<file path="src/rtl/dealignment_collector_n4_w4.sv">
// Lane de-alignment collector: drains one lane's output alignment FIFO byte
// by byte, drops the leading skew bytes of each frame and reassembles the
// data bytes (first byte in the least significant position) into one word
// that is offered on a valid/ready interface.
module dealignment_collector_n4_w4 #(
  parameter int SKEW  = 3,
  parameter int BYTES = 4
) (
  input  logic               clk,
  input  logic               resetn,
  input  logic               start,
  input  logic               fifo_empty,
  input  logic [7:0]         fifo_data,
  output logic               fifo_re,
  output logic [8*BYTES-1:0] word_data,
  output logic               word_valid,
  input  logic               word_ready,
  output logic               busy,
  output logic               done
);

  localparam int TOTAL = SKEW + BYTES;
  localparam int CNT_W = $clog2(TOTAL + 1);

  typedef enum logic [1:0] {
    ST_IDLE    = 2'd0,
    ST_COLLECT = 2'd1,
    ST_HOLD    = 2'd2
  } state_e;

  state_e             state_q, state_d;
  logic [CNT_W-1:0]   rd_cnt_q, rd_cnt_d;   // reads issued this frame
  logic [CNT_W-1:0]   bidx_q, bidx_d;       // bytes captured this frame
  logic               rd_pend_q, rd_pend_d; // a read was issued last cycle
  logic [8*BYTES-1:0] word_q, word_d;
  logic               done_q, done_d;

  // State register and datapath registers; reset discards any partial frame.
  // NOTE: sequential state uses non-blocking assignments only, so every
  // register samples the values computed before this edge, independent of
  // statement order.
  always_ff @(posedge clk or negedge resetn) begin
    if (!resetn) begin
      state_q   <= ST_IDLE;
      rd_cnt_q  <= '0;
      bidx_q    <= '0;
      rd_pend_q <= 1'b0;
      word_q    <= '0;
      done_q    <= 1'b0;
    end else begin
      state_q   <= state_d;
      rd_cnt_q  <= rd_cnt_d;
      bidx_q    <= bidx_d;
      rd_pend_q <= rd_pend_d;
      word_q    <= word_d;
      done_q    <= done_d;
    end
  end

  // Next-state logic: read issue, byte capture and the valid/ready handshake.
  // NOTE: every signal written here gets a default first, so no path through
  // the case statement can leave one unassigned and infer a latch.
  always_comb begin
    state_d  = state_q;
    rd_cnt_d = rd_cnt_q;
    bidx_d   = bidx_q;
    word_d   = word_q;
    done_d   = 1'b0;

    // Reads stop once the whole frame has been requested; an empty FIFO only
    // stalls issue, captures already in flight still complete.
    fifo_re   = (state_q == ST_COLLECT) && !fifo_empty &&
                (rd_cnt_q < CNT_W'(TOTAL));
    rd_pend_d = fifo_re;

    case (state_q)
      ST_IDLE: begin
        rd_cnt_d = '0;
        bidx_d   = '0;
        if (start) begin
          state_d = ST_COLLECT;
          word_d  = '0;
        end
      end

      ST_COLLECT: begin
        if (fifo_re) rd_cnt_d = rd_cnt_q + 1'b1;
        // fifo_data belongs to the read issued in the previous cycle.
        if (rd_pend_q) begin
          bidx_d = bidx_q + 1'b1;
          for (int b = 0; b < BYTES; b++) begin
            if (bidx_q == CNT_W'(SKEW + b)) word_d[8*b +: 8] = fifo_data;
          end
          if (bidx_q == CNT_W'(TOTAL - 1)) state_d = ST_HOLD;
        end
      end

      ST_HOLD: begin
        if (word_ready) begin
          state_d = ST_IDLE;
          done_d  = 1'b1;
        end
      end

      default: state_d = ST_IDLE;
    endcase
  end

  assign word_data  = word_q;
  assign word_valid = (state_q == ST_HOLD);
  assign busy       = (state_q != ST_IDLE);
  assign done       = done_q;

endmodule

</file>
<file path="config.mk">
export PLATFORM = sky130hd
export DESIGN_NAME = dealignment_collector_n4_w4
export DESIGN_NICKNAME = d
export VERILOG_FILES = /design/src/rtl/dealignment_collector_n4_w4.sv
export SDC_FILE = /design/constraint.sdc
export NUM_CORES = 1
export LEC_CHECK = 0
export BUFFER_PORTS_ARGS = -buffer_cell sky130_fd_sc_hd__buf_2
export CORE_MARGIN = 2
export CORE_UTILIZATION = 48
export CTS_CLUSTER_DIAMETER = 200
export DETAILED_ROUTE_END_ITERATION = 10
export GPL_TIMING_DRIVEN = 1
export PLACE_DENSITY = 0.75
export SYNTH_ARGS = -nofsm -noshare
export SYNTH_HDL_FRONTEND = slang
export SYNTH_SLANG_ARGS = --single-unit
</file>
<file path="constraint.sdc">
create_clock -name clk -period 1.5 [get_ports clk]
set_input_delay 0.075 -clock clk [delete_from_list [all_inputs] [get_ports clk]]
set_output_delay 0.075 -clock clk [all_outputs]
set_load 0.05 [all_outputs]
</file>
==> qor.yml <==
outcome:
  status: "finished, violations left"
  violations: "setup timing"
logic_synthesis:
  synthCells: 159
  yosysTopAreaCell: "dfrtp_1"
  ys.warnings.count: 0
  synth_area_per_cell_um2: 13.3
  netlist_top_cells_area: "dfrtp_1 (50%), a221o_1 (11%), o211a_1 (11%)"
  ys_seq_area_share_pct: 49.8
  syn-num-nets: 178
  yosys-mux-area-fraction_pct: 0.948
  synth_compound_area_share_pct: 31.1
  yosysMostFrequentCell: "dfrtp_1"
  synth_top_area_share_pct: 49.8
  synth_edf_count: 0
  ys.flop_type: "dfrtp_1"
  synth_xor_area_share_pct: 0
  ys_ff_latch: 42
  synth_common_cells: "dfrtp_1 (42), a221o_1 (24), o211a_1 (24)"
  syn_area_um2: 2110
  synth-adder-area-share_pct: 3.56
  synthDistinctLibCells: 30
  synth_simple_gate_area_share_pct: 7.65
  async_flop_share_pct: 100
  synth_top_family_by_area: "compound AO/OA/AOI/OAI gates"
sta:
  slew_violations: 0
  layout_setup_ws_ns: -0.0146
  fin_skew_ns: 0.00433
  fmax_mhz: 660
  min_period_ns: 1.51
  rsz0062_at_grt: "true"
  fin_crit_sh_pct: 101
  setup_viol: 11
  report.final.hold_viol_count: 0
  relSlewSlack_pct: 65.7
  worst-slew-pin-transition_ns: 0.514
setup_path:
  cp_common_cell: "ha_2"
  required_ns: 1.69
  cp_max_fo: 8
  path_class: "flip-flop to flip-flop"
  critPathCaptureType: "flip-flop"
  path_depth: 5
  path_delay_family: "flip-flops"
  worst-path-buf-inv: 1
  path_cells: "ha_2, ha_2, and4b_2, buf_12, a22o_1"
  crit_slowest_cell: "dfrtp_1"
  rr_worst_depth: 5
  cp.arrival_ns: 1.71
  critPathLaunchType: "flip-flop"
  slowest_delay_ns: 0.42
floorplanning:
  dieArea_um2: 4940
  die_x_um: 70.3
  core_region_area_um2: 4290
  core.rowCount: 24
  start_util_pct: 49.2
  io_pins: 49
  fp.dieH_um: 70.3
power:
  cellPowerDensity_nw_per_um2: 2420
  finalPower_uw: 6460
  vdd_drop_max_mv: 1.18
  p_leak_uw: 0.00146
routing:
  drc: 0
  first_pass_iters: 4
  num_vias: 1707
  drtIter0Drc: 162
  drt-vias-per-instance: 6.18
  drtAntennaViolNets: 0
  postRouteWirelength_um: 5260
  wl_per_cell_um: 19.0
finish:
  drive_gt1_share_pct: 43.3
  layout.nets: 242
  diodes: 0
  fin_cells: 276
  area_delta_synth_final_pct: 26.6
cts:
  clkSinkCount: 42
  clk_path_buf_depth: 2
  path_clk_slew_ns: 0.08
  htree_levels: 2
  cts_buffers: 5
  root_buffer: "clkbuf_8"
  insertion_delay_ns: 0.30
  tritoncts: "done"
global_routing:
  antenna_found_initial: 0
  grt_pass1_vias: 1564
  grt_max_degree: 25
  grt_remaining_overflow: 0
  grt_pass1_wl_um: 8180
  grt_use_total_pct: 21.4
placement:
  dp_hpwl_um: 3370
  place_congestion: 0.869
  port_buffers: 48
  dp.cells: 254
worst_hold_path:
  whs_path_depth: 2
  worstHoldPathType: "primary input to flip-flop"
flow_run:
  max-cap-violations: 0
-- worst register-to-register path: stages (launching register included) --
cell and delay, ns:
dfrtp_1 0.42, ha_2 0.20, ha_2 0.16, and4b_2 0.26
buf_12 0.15, a22o_1 0.22
-- stage by stage --
stage	hold slack (ns)	setup TNS (ns)	utilization [%]	worst slack (ns)	cell area [um^2]
floorplan	-0.221	0	-	0.0573	2110
CTS	0.0680	-0.00197	60.2	-0.00197	2580
global route	0.0768	-2.06	62.2	-0.0891	2670
global placement	0.0825	-0.239	55.8	-0.0333	2390
detailed placement	0.0825	-0.415	55.8	-0.0300	2390
finish	0.0736	-0.108	62.2	-0.0146	2670
-- state kept, by name, summed over array words and instances (netlist names) --
| signal | cells |
|---|---|
| bidx_q | 3 |
| state_q | 2 |
| word_data | 32 |
| rd_cnt_q | 3 |
| done | 1 |
| rd_pend_q | 1 |
-- cell type report --
class / instances / area [um^2]
clock inverters: 2 / 37.5
repair buffers: 67 / 419
inverters: 10 / 37.5
multi-input cells: 97 / 982
flip-flops and latches: 42 / 1060
clock buffers: 6 / 72.6
fillers: 341 / 1620
well taps: 52 / 65.1
-- cells by family (layout without fill, tap and decap cells) --
family / Yosys count / after routing
AO/OA/AOI/OAI: 69 / 69
flip-flops: 42 / 42
buffers and inverters: 23 / 85
AND/OR/NAND/NOR: 17 / 20
adder cells (fa/ha/maj): 6 / 6
multiplexers: 2 / 2
-- path summary, 6_finish.rpt --
| check | slack, ns | endpoint | start |
|---|---|---|---|
| hold reg to reg | 0.50 | word_data[7]$_DFFE_PN0P_ | word_data[7]$_DFFE_PN0P_ |
| hold / removal | 0.07 | word_data[15]$_DFFE_PN0P_ | fifo_data[7] |
| setup reg to reg | -0.01 | word_data[4]$_DFFE_PN0P_ | bidx_q[1]$_DFFE_PN0P_ |
| max in group asynchronous | 0.67 | state_q[0]$_DFFE_PN0P_ | resetn |
| min in group asynchronous | 0.28 | word_data[9]$_DFFE_PN0P_ | resetn |
| setup / recovery | -0.01 | word_data[4]$_DFFE_PN0P_ | bidx_q[1]$_DFFE_PN0P_ |
-- cells in the final DEF, fill, tap and decap left out, drive strengths merged, types with 2 or more instances in the layout --
master       instances
o22ai                2
a22o                12
a21oi                2
dfrtp               42
o211a               24
ha                   6
clkbuf               6
nor2                 7
dlygate4sd3          2
nor2b                2
nand3                2
buf                 65
inv                 10
a221o               24
mux2i                2
nand4                5
-- timing repair --
action,in CTS,in global routing
endpoints found under the setup margin,35,35
gates resized for setup,10,7
hold buffers,2,0
endpoints found under the hold margin,22,0
cloned,0,3
setup buffers,5,4
pin swaps,2,7
-- report_power, final --
group          switching (uW)  internal, uW  total, uW
sequential                429          1610       2040
combinational            2310          1220       3530
clock                     398           497        894
-- metal layers --
layer	global-route usage (%)	up-vias	share of wire, %
met5	0	-	0
met4	8.55	0	1.8
met3	5.77	9	6.4
met2	28.9	66	46
met1	32.1	858	46
li1	-	774	-
Note: power is estimated with default switching activity, not from simulation.
